`config.mk`:
```
export PLATFORM = sky130hd
export DESIGN_NAME = traffic_scheduler
export DESIGN_NICKNAME = d
export VERILOG_FILES = /design/src/rtl/traffic_scheduler.sv
export SDC_FILE = /design/constraint.sdc
export NUM_CORES = 1
export LEC_CHECK = 0
export ABC_AREA = 0
export CORE_MARGIN = 4
export CORE_UTILIZATION = 55
export DETAILED_ROUTE_END_ITERATION = 7
export PLACE_DENSITY = 0.73
export SLEW_MARGIN = 30
export SYNTH_ARGS = -nofsm -noshare
export SYNTH_HDL_FRONTEND = slang
export SYNTH_SLANG_ARGS = --single-unit
```
`constraint.sdc`:
```
create_clock -name i_Clk -period 5.7 [get_ports i_Clk]
set_input_delay 1.14 -clock i_Clk [delete_from_list [all_inputs] [get_ports i_Clk]]
set_output_delay 1.14 -clock i_Clk [all_outputs]
set_load 0.02 [all_outputs]
```
`src/rtl/traffic_scheduler.sv`:
```
// Round-robin car-lane step engine: frame divider, lane scan FSM, frog collision check.
// Optional TRAFFIC_HIT_STICKY_EN makes o_Hit sticky until i_Hit_Clr or reset.
module traffic_scheduler #(
    parameter int unsigned             NUM_LANES   = 4,
    parameter int unsigned             GRID_W      = 20,
    parameter logic [23:0]             BASE_PERIOD = 24'd2_500_000,
    parameter logic [NUM_LANES-1:0]    LANE_DIR    = 4'b0101,
    parameter logic [5*NUM_LANES-1:0]  LANE_START  = {5'd0, 5'd19, 5'd5, 5'd12},
    parameter logic [4*NUM_LANES-1:0]  LANE_RATE   = {4'd4, 4'd3, 4'd2, 4'd1}
) (
    input  logic                       i_Clk,
    input  logic                       i_Rst_L,
    input  logic                       i_Enable,
    input  logic [1:0]                 i_Level,
    input  logic [4:0]                 i_Frog_X,
    input  logic [2:0]                 i_Frog_Row,
    input  logic                       i_Hit_Clr,
    output logic [5*NUM_LANES-1:0]     o_Car_X,
    output logic                       o_Hit,
    output logic                       o_Step_Done
);

    localparam int unsigned FRAME_W = 24;
    localparam int unsigned IDX_W   = 3;
    localparam int unsigned X_W     = 5;
    localparam int unsigned RATE_W  = 4;

    typedef enum logic [1:0] {IDLE, SCAN, CHECK, DONE} state_t;

    state_t                               state_q, state_d;
    logic [FRAME_W-1:0]                   frame_q, frame_d;
    logic [IDX_W-1:0]                     lane_q, lane_d;
    logic [1:0]                           level_q, level_d;
    logic [NUM_LANES-1:0][X_W-1:0]        car_q, car_d;
    logic [NUM_LANES-1:0][RATE_W-1:0]     cnt_q, cnt_d;
    logic                                 hit_q, hit_d;
    logic                                 done_q, done_d;
    logic                                 tick_c;
    logic                                 hit_c;

    function automatic logic [X_W-1:0] step_x(input logic [X_W-1:0] x, input logic right);
        if (right) return (x == X_W'(GRID_W - 1)) ? X_W'(0) : x + X_W'(1);
        else       return (x == X_W'(0)) ? X_W'(GRID_W - 1) : x - X_W'(1);
    endfunction

    // Level-reduced reload value, never below 1
    function automatic logic [RATE_W-1:0] eff_rate(input logic [RATE_W-1:0] rate, input logic [1:0] lvl);
        return (rate > {2'b00, lvl}) ? rate - {2'b00, lvl} : RATE_W'(1);
    endfunction

    assign tick_c = i_Enable && (frame_q == BASE_PERIOD - FRAME_W'(1));

    always_comb begin
        hit_c = 1'b0;
        for (int unsigned k = 0; k < NUM_LANES; k++) begin
            if (i_Frog_Row == IDX_W'(k + 1) && car_q[k] == i_Frog_X) hit_c = 1'b1;
        end
    end

    always_comb begin
        state_d = state_q;
        frame_d = frame_q;
        lane_d  = lane_q;
        level_d = level_q;
        car_d   = car_q;
        cnt_d   = cnt_q;
        hit_d   = hit_q;
        done_d  = 1'b0;

        if (i_Enable) frame_d = tick_c ? '0 : frame_q + FRAME_W'(1);

        case (state_q)
            IDLE: begin
                if (tick_c) begin
                    level_d = i_Level;
                    lane_d  = '0;
                    state_d = SCAN;
                end
            end
            SCAN: begin
                for (int unsigned k = 0; k < NUM_LANES; k++) begin
                    if (lane_q == IDX_W'(k)) begin
                        if (cnt_q[k] == RATE_W'(1)) begin
                            cnt_d[k] = eff_rate(LANE_RATE[RATE_W*k +: RATE_W], level_q);
                            car_d[k] = step_x(car_q[k], LANE_DIR[k]);
                        end else begin
                            cnt_d[k] = cnt_q[k] - RATE_W'(1);
                        end
                    end
                end
                if (lane_q == IDX_W'(NUM_LANES - 1)) state_d = CHECK;
                else                                 lane_d  = lane_q + IDX_W'(1);
            end
            CHECK: begin
`ifdef TRAFFIC_HIT_STICKY_EN
                if (hit_c) hit_d = 1'b1;
`else
                hit_d = hit_c;
`endif
                state_d = DONE;
            end
            DONE: begin
                done_d  = 1'b1;
                state_d = IDLE;
            end
            default: state_d = IDLE;
        endcase

`ifdef TRAFFIC_HIT_STICKY_EN
        // Clear wins over a same-cycle set
        if (i_Hit_Clr) hit_d = 1'b0;
`endif
    end

`ifndef TRAFFIC_HIT_STICKY_EN
    logic unused_hit_clr;
    assign unused_hit_clr = i_Hit_Clr;
`endif

    always_ff @(posedge i_Clk or negedge i_Rst_L) begin
        if (!i_Rst_L) begin
            state_q <= IDLE;
            frame_q <= '0;
            lane_q  <= '0;
            level_q <= '0;
            car_q   <= LANE_START;
            cnt_q   <= LANE_RATE;
            hit_q   <= 1'b0;
            done_q  <= 1'b0;
        end else begin
            state_q <= state_d;
            frame_q <= frame_d;
            lane_q  <= lane_d;
            level_q <= level_d;
            car_q   <= car_d;
            cnt_q   <= cnt_d;
            hit_q   <= hit_d;
            done_q  <= done_d;
        end
    end

    assign o_Car_X     = car_q;
    assign o_Hit       = hit_q;
    assign o_Step_Done = done_q;

endmodule

```
==> Word level (Yosys, flattened, before mapping) <==
Cells that the tools add are included.
{ "totals": {"elab_cells": 99, "mem_count": 0, "ff_bits": 69, "latch_bits": 0, "ramBits": 0, "inputBits": 14, "romBits": 0, "output_inout_bits": 22} }
{ "op_classes": {"muxes": 23, "mul": 0, "eq_ne": 24, "div": 0, "n_shift": 0, "n_bitwise": 0, "order_cmp": 3, "add_sub_neg": 14, "n_reduce_logical": 21} }
{ "op_table": {"columns": ["op", "n"], "rows": [
  ["4-bit 2-to-1 mux", 7],
  ["24-bit by 1-bit adder with 24-bit output, second input constant", 1],
  ["24-bit by 22-bit == test with 1-bit output, second input constant", 1],
  ["24-bit 2-to-1 mux", 1],
  ["5-bit == test", 4],
  ["5-bit 2-to-1 mux", 4],
  ["4-bit by 1-bit == test with 1-bit output, second input constant", 4],
  ["4-bit by 1-bit subtractor with 4-bit output, second input constant", 4],
  ["3-bit AND reduction", 5],
  ["3-bit by 2-bit == test with 1-bit output, second input constant", 4],
  ["2-bit AND reduction", 6],
  ["5-bit by 1-bit adder with 5-bit output, second input constant", 2],
  ["5-bit == test, second input constant", 2],
  ["5-bit logical NOT", 2],
  ["5-bit by 1-bit subtractor with 5-bit output, second input constant", 2],
  ["2-bit case mux with 4 select lines", 1],
  ["3-bit by 1-bit == test with 1-bit output, second input constant", 2],
  ["3-bit 2-to-1 mux", 2],
  ["2-bit != test, second input constant", 3],
  ["3-bit case mux with 2 select lines", 1],
  ["2-bit by 2-bit subtractor with 3-bit output, first input constant", 2],
  ["1-bit logical AND", 5],
  ["1-bit 2-to-1 mux", 5],
  ["2-bit == test, second input constant", 2],
  ["11 further kinds", 13]
]} }

==> Depth between registers and ports, before layout <==
Gate-level depths: netlist of run 1.
{ "depth": {"ltp_word": 6, "depth_mapped": 8, "mapped_depth_nobuf": 7} }

==> Worst setup path before layout of run 1 <==
No wires, ideal clock.
{ "synth_path": {"kind": "input to register", "start": "input i_Enable", "end": "register state_q[1]", "arrival_time_ps": 2286, "cell_stages": 5, "required_time_ps": 5572, "setup_slack_ps": 3286, "path_buffers": 0, "setup_time_ps": 128, "cell_sequence": "and3_1 -> nand3_2 -> or3_4 -> a21oi_4 -> mux2_1"} }
{ "synth_between": {"elab_chain_len": 3} }
{ "synth_lines": {"columns": ["item", "line_no", "source"], "rows": [
  ["start: declaration", "13", "input logic i_Enable,"],
  ["1-bit logical AND", "51", "assign tick_c = i_Enable && (frame_q == BASE_PERIOD - FRAME_W'(1));"],
  ["2-bit != test (no source line)", null, null],
  ["2-bit AND reduction (no source line)", null, null],
  ["end signal: assignment", "131", "state_q <= state_d;"],
  ["end: declaration", "30", "state_t state_q, state_d;"]
]} }
Every way passes these cells.
A chain may end at the register's enable or synchronous reset.

==> Worst setup path after layout of run 1 <==
{ "layout_path": {"start": "input i_Enable", "end": "register level_q[1]"} }
{ "layout_between": {"elab_chain_len": 2} }
{ "layout_lines": {"columns": ["item", "line_no", "source"], "rows": [
  ["1-bit logical AND", "51", null],
  ["2-bit AND reduction (no source line)", null, null],
  ["end signal: assignment", "134", "level_q <= level_d;"],
  ["end: declaration", "33", "logic [1:0] level_q, level_d;"]
]} }
Every way passes these cells.

==> impl_metrics.tcl, run 1 <==
set metrics [dict create \
    status "finished clean" \
    start_util 0.561 \
    yosysMostFrequentCell "dfrtp_1" \
    netlist_top_cells_count "57 x dfrtp_1, 36 x nor2_1, 30 x inv_1, 29 x ha_1, 27 x nand2_1" \
    vias 2995 \
    maxSlewHeadroom 0.538 \
    synth_largest_area_cell "dfrtp_1" \
    dp.cells 530 \
    cts_tree "built" \
    fin_tns_setup_ns 0 \
    total_power_mw 1.01 \
    setup_violations 0 \
    finalClockSkew_ns 0.0112 \
    nets 486 \
    grtUsageMet1 0.246 \
    post_cts_buffers 0 \
    start_kind "input pin" \
    clockBufferDepth 2 \
    stdcell_area_um2 4710 \
    root_buffer "clkbuf_8" \
    clk-insertion-delay-late_ns 0.34 \
    worstMarginPinSlew_ns 0.691 \
    die_h_um 93.8 \
    ctsResizeCount 0 \
    syn-num-nets 443 \
    yosysWarnings 0 \
    grt_use_met2 0.317 \
    min_period_ns 3.02 \
    core_um2 7210 \
    cp.required_ns 5.94 \
    grt_pass1_vias 2872 \
    drc 0 \
    syn_area_per_cell_um2 10.1 \
    synth_sequential_area_ratio 0.431 \
    clk_transition_reported_paths_ns 0.08 \
    grtUsageTotal 0.191 \
    place_congestion 0.834 \
    synth.top_cells.by_area "dfrtp_1 35%, ha_1 9.0%, dfstp_2 7.8%" \
    numClockSinks 69 \
    die_x_um 93.8 \
    ctsHoldBuffers 0 \
    top_usage_layer "met2" \
    synth_cell_type_count 57 \
    crit_path_end_kind "register" \
    synth_seq_cells 69 \
    vias_per_cell 5.48 \
    leakagePower_nw 2.08 \
    grt_overflow 0 \
    synth_top_area_share 0.353 \
    htreeDepth 3 \
    post-route-period-util 0.530 \
    syn_inst 400 \
    drive_gt1_frac 0.118 \
    synth-async-reset-ratio 1.00 \
    arrival_ns 3.26 \
    hold_viol 0 \
    diodes 0 \
    wl_um 7660 \
    rsz0062_at_grt "false" \
    ys.flop_type "dfrtp_1" \
    path_class "in2reg" \
    synthToLayoutAreaGrowth_pct 16.4 \
    hp-class "reg2reg" \
    instances_no_fill 547 \
    final_antenna_net_count 0 \
    io-pin-count 36 \
    grt_pass1_wl_um 13300 \
    final_util 0.652 \
    hpwl_um 5460 \
    synth-edff-count 0 \
    timing.fmax_mhz 331 \
    ir_drop_v 0.000150 \
    grtUsageMet3 0.0361 \
    die_area_um2 8790 \
    drt_iter0_markers 117 \
    rows 31 \
    io_buffers 34 \
    cp_max_fo 17 \
    syn_area_um2 4050 \
    grt_max_degree 70 \
    drt-wirelength-per-cell_um 14.0 \
    cts_buffers 9 \
    placed_cell_area_um2 4490 \
    slew_viol_final 0 \
    power_density_nw_per_um2 214 \
    antenna_found_initial 0 \
    drv_cap 0 \
    dr.pass1.iters 6 \
]
==> final cells by class <==
cell class / count / area (um2)
timing repair buffer: 36 / 363
sequential: 69 / 1740
clock buffer: 12 / 145
inverter: 30 / 113
clock inverter: 4 / 47.5
multi-input combinational: 297 / 2170
fill: 595 / 2510
tap: 99 / 124
==> worst max-delay path, cell delays in order <==
cell and delay (ns):
clkdlybuf4s50_1 0.62, and3_1 0.26, nand3_2 0.13, nor3_4 0.56
nand2_1 0.22, mux2_2 0.31
==> kinds of logic after synthesis <==
logic type | after synthesis | synth area share
AND/OR/NAND/NOR | 153 | 0.216
XOR/XNOR | 44 | 0.0953
buffers and inverters | 34 | 0.0322
flip-flops | 69 | 0.431
AO/OA/AOI/OAI | 55 | 0.0925
multiplexers | 16 | 0.0436
adder cells (fa/ha/maj) | 29 | 0.0897
==> sequential cells by signal (all words and copies together), names as in the netlist <==
name         cells
o_Hit            1
state_q          2
cnt_q           16
o_Car_X         20
frame_q         24
lane_q           3
o_Step_Done      1
level_q          2
==> metal layers <==
metal	wire, um	up-vias
met3	304	11
li1	-	1487
met1	3570	1449
met2	3670	48
met4	119	0
met5	0	-
==> where the power goes <==
part / switching (mW) / internal [mW]
Clock: 0.187 / 0.213
Combinational: 0.0369 / 0.0332
Sequential: 0.0268 / 0.508
==> cell usage in the layout (no fill, tap or decap), drive strengths merged, types with 13 or more instances in the layout <==
master	Yosys	routed
mux2	13	13
xor2	20	20
xnor2	24	24
nand2	27	27
nand3	13	13
clkdlybuf4s50	0	33
nor2	36	36
ha	29	29
inv	30	30
dfrtp	57	57
nor3	17	17
==> path summary, 6_finish.rpt <==
kind | startpoint | end | slack, ns | depth (start not counted)
setup / recovery | i_Enable | level_q[1] | 2.68 | 6
max in group asynchronous | i_Rst_L | o_Car_X[7] | 4.28 | 3
setup reg to reg | frame_q[16] | level_q[1] | 3.46 | 5
hold / removal | frame_q[23] | frame_q[23] | 0.48 | 1
hold reg to reg | frame_q[23] | frame_q[23] | 0.48 | 1
min in group asynchronous | i_Rst_L | o_Car_X[4] | 0.81 | 2
==> through the flow <==
step | hold WS, ns | worst slack, ns
floorplan | 0.440 | 3.29
global placement | 0.459 | 2.34
detailed placement | 0.479 | 2.30
CTS | 0.492 | 2.68
global route | 0.521 | 2.52
finish | 0.483 | 2.68
No activity file was read; power rests on OpenSTA's default activity.
==> run 2: changes to the inputs <==
==> constraint.sdc (replaced) <==
create_clock -name i_Clk -period 2.9 [get_ports i_Clk]
set_input_delay 0.58 -clock i_Clk [delete_from_list [all_inputs] [get_ports i_Clk]]
set_output_delay 0.58 -clock i_Clk [all_outputs]
set_load 0.02 [all_outputs]
==> run 2 against run 1 <==
Net effect: count of clock-buffer cells in the layout shrank 3; first-iteration DRC count shrank 7.7%; combinational power grew 97%; cell count grew 0.37%; clock power grew 88%; sequential power grew 96%; largest cell class unchanged; highest routed layer unchanged.
==> impl_metrics.tcl, run 2 (synthesis gave the netlist of run 1 again) <==
set metrics [dict create \
    status "finished clean" \
    min_period_ns 2.30 \
    antenna_found_initial 0 \
    core_um2 7210 \
    layout_common_cells "57 x dfrtp_1, 36 x nor2_1, 33 x clkdlybuf4s50_1" \
    p_clk_frac 0.388 \
    dp.cells 533 \
    grt_overflow 0 \
    hpwl_um 5690 \
    post-route-period-util 0.794 \
    fin_tns_setup_ns 0 \
    arrival_ns 2.58 \
    pwr-share-comb 0.071 \
    drt-wirelength-per-cell_um 14.1 \
    largest_reg_flops 24 \
    finalClockSkew_ns 0.00830 \
    crit_path_end_kind "register" \
    wl_um 7720 \
    hold_viol 0 \
    worstMarginPinSlew_ns 0.647 \
    timing.fmax_mhz 435 \
    hp-class "in2async" \
    grtUsageTotal 0.195 \
    instances_no_fill 549 \
    cp_max_fo 10 \
    p_sw_frac 0.251 \
    timing.hold.ws_ns 0.258 \
    grt_max_degree 44 \
    clk-insertion-delay-late_ns 0.34 \
    numClockSinks 69 \
    grt_pass1_wl_um 13600 \
    htreeDepth 3 \
    start_kind "register" \
    final_common_cell "dfrtp_1" \
    root_buffer "clkbuf_8" \
    ctsResizeCount 0 \
    clockBufferDepth 2 \
    start_util 0.561 \
    maxSlewHeadroom 0.569 \
    total_power_mw 1.94 \
    final_antenna_net_count 0 \
    rsz0062_at_grt "false" \
    drc 0 \
    setup_violations 0 \
    grt_pass1_vias 2963 \
    leakagePower_nw 2.09 \
    vias_per_cell 5.46 \
    die_x_um 93.8 \
    io-pin-count 36 \
    ctsHoldBuffers 0 \
    path_class "reg2reg" \
    cp.required_ns 3.18 \
    switchingPower_uw 487 \
    regMostFlops "frame_q" \
    slew_viol_final 0 \
    rows 31 \
    p_int_mw 1.45 \
    cts_buffers 9 \
    clk_transition_reported_paths_ns 0.07 \
    synthToLayoutAreaGrowth_pct 16.7 \
    power_density_nw_per_um2 412 \
    place_congestion 0.808 \
    ir_drop_v 0.000320 \
    post_cts_buffers 0 \
    drv_cap 0 \
    vias 3000 \
    cts_tree "built" \
    dr.pass1.iters 4 \
    drive_gt1_frac 0.127 \
    die_area_um2 8790 \
    p_seq_frac 0.541 \
    die_h_um 93.8 \
    drt_iter0_markers 108 \
    nets 488 \
    io_buffers 34 \
    diodes 0 \
]
==> run 2: cell types whose count changed in the layout (fill, tap and decap cells not counted) <==
cell,delta
buf_4,+2
clkbuf_1,-2
clkinv_2,+2
clkbuf_8,-1
clkinv_4,+1
==> run 2: through the flow <==
stage | instance area (um2) | util | setup WS, ns
2_1_floorplan | 4050 | - | 1.02
3_3_place_gp | 4530 | 0.628 | 0.292
3_5_place_dp | 4530 | 0.628 | 0.267
4_1_cts | 4720 | 0.654 | 0.570
5_1_grt | 4720 | 0.654 | 0.316
6_report | 4720 | 0.654 | 0.599
==> run 2: power by group through the flow <==
stage	clock [mW]	sequential, mW	combinational [mW]
after floorplan	0	1.06	0.0812
after global placement	0	1.07	0.135
after detailed placement	0	1.07	0.143
after CTS	0.779	1.05	0.143
after global routing	0.823	1.06	0.161
final	0.753	1.05	0.138
==> run 2: cell type report <==
class	count	area, um2
Inverter	30	113
Sequential cell	69	1740
Clock inverter	7	66.3
Clock buffer	9	124
Fill cell	617	2490
Tap cell	99	124
Timing Repair Buffer	38	378
Multi-Input combinational cell	297	2170
==> run 2: worst paths after layout <==
check | from | end | slack, ns | cells after the start
min in group i_Clk | frame_q[23] | frame_q[23] | 0.49 | 1
max in group asynchronous | i_Rst_L | o_Car_X[7] | 1.93 | 2
setup reg to reg | state_q[1] | o_Car_X[4] | 0.60 | 7
hold / removal | i_Rst_L | o_Car_X[4] | 0.26 | 1
setup / recovery | state_q[1] | o_Car_X[4] | 0.60 | 7
hold reg to reg | frame_q[23] | frame_q[23] | 0.49 | 1
==> run 2: per-layer routing <==
layer | vias up | GRT usage | part of all wire
met2 | 47 | 0.323 | 0.49
met5 | - | 0 | 0
met4 | 0 | 0.0674 | 0.015
met3 | 11 | 0.0433 | 0.042
met1 | 1443 | 0.253 | 0.46
li1 | 1499 | - | -
==> run 2: worst max-delay path, cell delays in order (launching register included) <==
cell	delay (ns)
dfrtp_1	0.42
inv_1	0.12
ha_1	0.37
nand3b_1	0.32
nor2b_1	0.52
nand2_1	0.18
o21bai_1	0.17
a22o_1	0.14
==> run 3: changes to the inputs <==
--- a/config.mk
+++ b/config.mk
@@ -7,9 +7,9 @@
 export LEC_CHECK = 0
 export ABC_AREA = 0
 export CORE_MARGIN = 4
-export CORE_UTILIZATION = 55
+export CORE_UTILIZATION = 52
 export DETAILED_ROUTE_END_ITERATION = 7
-export PLACE_DENSITY = 0.73
+export PLACE_DENSITY = 0.72
 export SLEW_MARGIN = 30
 export SYNTH_ARGS = -nofsm -noshare
 export SYNTH_HDL_FRONTEND = slang
==> constraint.sdc (replaced) <==
create_clock -name i_Clk -period 2.1 [get_ports i_Clk]
set_input_delay 0.42 -clock i_Clk [delete_from_list [all_inputs] [get_ports i_Clk]]
set_output_delay 0.42 -clock i_Clk [all_outputs]
set_load 0.02 [all_outputs]
==> run 3 against run 2 <==
Net effect: count of clock-buffer cells in the layout is the same; critical path type is now reg2out; core utilization grew 0.16 points; clock power grew 55%; clock skew grew 0.0022 ns; global-route usage shrank 0.73 points; sequential power grew 38%; first-iteration DRC count shrank 23%; worst setup slack lost 0.50 ns; hold slack lost 0.17 ns; power grew 45%; cell count grew 2.7%.
==> impl_metrics.tcl, run 3 (synthesis gave the netlist of run 1 again) <==
set metrics [dict create \
    status "finished clean" \
    drv_cap 0 \
    timing.hold.ws_ns 0.0917 \
    synthToLayoutAreaGrowth_pct 20.1 \
    numClockSinks 69 \
    largest_reg_flops 24 \
    maxSlewHeadroom 0.753 \
    multi_input_area_um2 2180 \
    placed_cell_area_um2 4640 \
    final_common_cell "dfrtp_1" \
    drc 0 \
    fin_tns_setup_ns 0 \
    hp-class "in2async" \
    stdcell_area_um2 4860 \
    ir_drop_v 0.000511 \
    clk_transition_reported_paths_ns 0.07 \
    grt_pass1_vias 3017 \
    clk-insertion-delay-late_ns 0.34 \
    io_buffers 34 \
    drt_iter0_markers 83 \
    finalWorstSetupSlack_ns 0.0992 \
    post-route-period-util 0.953 \
    cts_buffers 9 \
    regMostFlops "frame_q" \
    slew_viol_final 0 \
    grt_overflow 0 \
    cts_tree "built" \
    nets 503 \
    max_stage_delay_ns 0.63 \
    p_clk_frac 0.416 \
    crit_path_end_kind "output pin" \
    final_antenna_net_count 0 \
    min_period_ns 2.00 \
    die_area_um2 9250 \
    leakagePower_nw 2.18 \
    dpl_worst_slack_ns -0.113 \
    dr.pass1.iters 4 \
    cp_max_fo 8 \
    hpwl_um 5750 \
    drive_gt1_frac 0.157 \
    clockBufferDepth 2 \
    path_class "reg2out" \
    seqCellArea_um2 1740 \
    start_kind "register" \
    p_sw_frac 0.243 \
    finalClockSkew_ns 0.0105 \
    rows 31 \
    p_int_mw 2.13 \
    io-pin-count 36 \
    cp-endpoint "o_Car_X[2]" \
    diodes 0 \
    critPathTopFamily "buffers and inverters" \
    setup_violations 0 \
    timing.fmax_mhz 500 \
    r2r_setup_slack_ns 0.13 \
    pwr-share-comb 0.069 \
    grt_pass1_wl_um 13600 \
    cp-startpoint "o_Car_X[2]" \
    grtUsageTotal 0.188 \
    cp.required_ns 1.68 \
    r2r-start "frame_q[14]" \
    p_seq_frac 0.515 \
    vias_per_cell 5.51 \
    crit_path_top_delay_cell "clkdlybuf4s50_1" \
    final.fill_count 626 \
    worst-path-buf-inv 1 \
    hold_viol 0 \
    rsz0062_at_grt "false" \
    wl_um 7840 \
    r2r_cells 5 \
    ctsHoldBuffers 0 \
    core_um2 7410 \
    layout_common_cells "57 x dfrtp_1, 36 x nor2_1, 33 x clkdlybuf4s50_1" \
    worstMarginPinSlew_ns 0.371 \
    grt_max_degree 70 \
    place_congestion 0.843 \
    arrival_ns 1.58 \
    htreeDepth 3 \
    root_buffer "clkbuf_8" \
    cp_cell_sequence "clkdlybuf4s50_1" \
    drt-wirelength-per-cell_um 13.9 \
    vias 3110 \
    start_util 0.546 \
    switchingPower_uw 683 \
    die_h_um 96.2 \
    die_x_um 96.2 \
    antenna_found_initial 0 \
    power_density_nw_per_um2 580 \
    critical_path_depth 1 \
    r2r_end "state_q[1]" \
]
[run 3: cell types whose count changed in the layout (fill, tap and decap cells not counted), sizes merged]
cell      before  now
clkinvlp       1    2
buf            5   20
clkinv         5    3
bufinv         1    2
[run 3: worst reg2reg max path: stages, from the launching register on]
cell     delay (ns)
dfrtp_1        0.44
nor4_2         0.33
nand4_1        0.17
or3_4          0.43
a21oi_4        0.16
mux2_1         0.33
[run 3: power groups by stage]
stage | clock (mW) | combinational, mW | sequential (mW)
detailed placement | 0 | 0.199 | 1.47
global placement | 0 | 0.190 | 1.47
floorplan | 0 | 0.112 | 1.46
global route | 1.27 | 0.224 | 1.46
CTS | 1.21 | 0.200 | 1.45
finish | 1.17 | 0.194 | 1.45
[run 3: how the worst min path moves through the flow]
stage	start	cells after the start	to	slack, ns
floorplan	i_Rst_L	0	cnt_q[10]	0.12
global placement	frame_q[23]	1	frame_q[23]	0.46
detailed placement	frame_q[23]	1	frame_q[23]	0.47
CTS	i_Rst_L	2	o_Car_X[0]	0.10
global route	i_Rst_L	2	o_Car_X[0]	0.11
finish	i_Rst_L	2	o_Car_X[0]	0.09
[run 3: stage by stage]
step / total power, mW / util / std cells
after floorplan: 1.57 / - / 400
after global placement: 1.66 / 0.627 / 548
after detailed placement: 1.67 / 0.627 / 548
after CTS: 2.86 / 0.655 / 564
after global routing: 2.96 / 0.656 / 564
final: 2.82 / 0.656 / 564
[run 3: routing by layer]
metal / wire length, um / vias up / track usage
met1: 3560 / 1524 / 0.234
met4: 83 / 0 / 0.0616
met3: 321 / 8 / 0.0422
met5: 0 / - / 0
li1: - / 1530 / -
met2: 3880 / 48 / 0.322
[run 3: what timing repair did]
item,CTS,global route
gates resized for setup,0,1
endpoints found under the setup margin,0,2
hold endpoints to repair,0,0
setup buffers,0,0
[run 3: area by class of cell]
cell class | instances | area share
well taps | 99 | 0.0255
clock buffers | 9 | 0.0255
flip-flops and latches | 69 | 0.358
inverters | 30 | 0.0232
clock inverters | 7 | 0.0185
repair buffers | 53 | 0.101
multi-input cells | 297 | 0.448
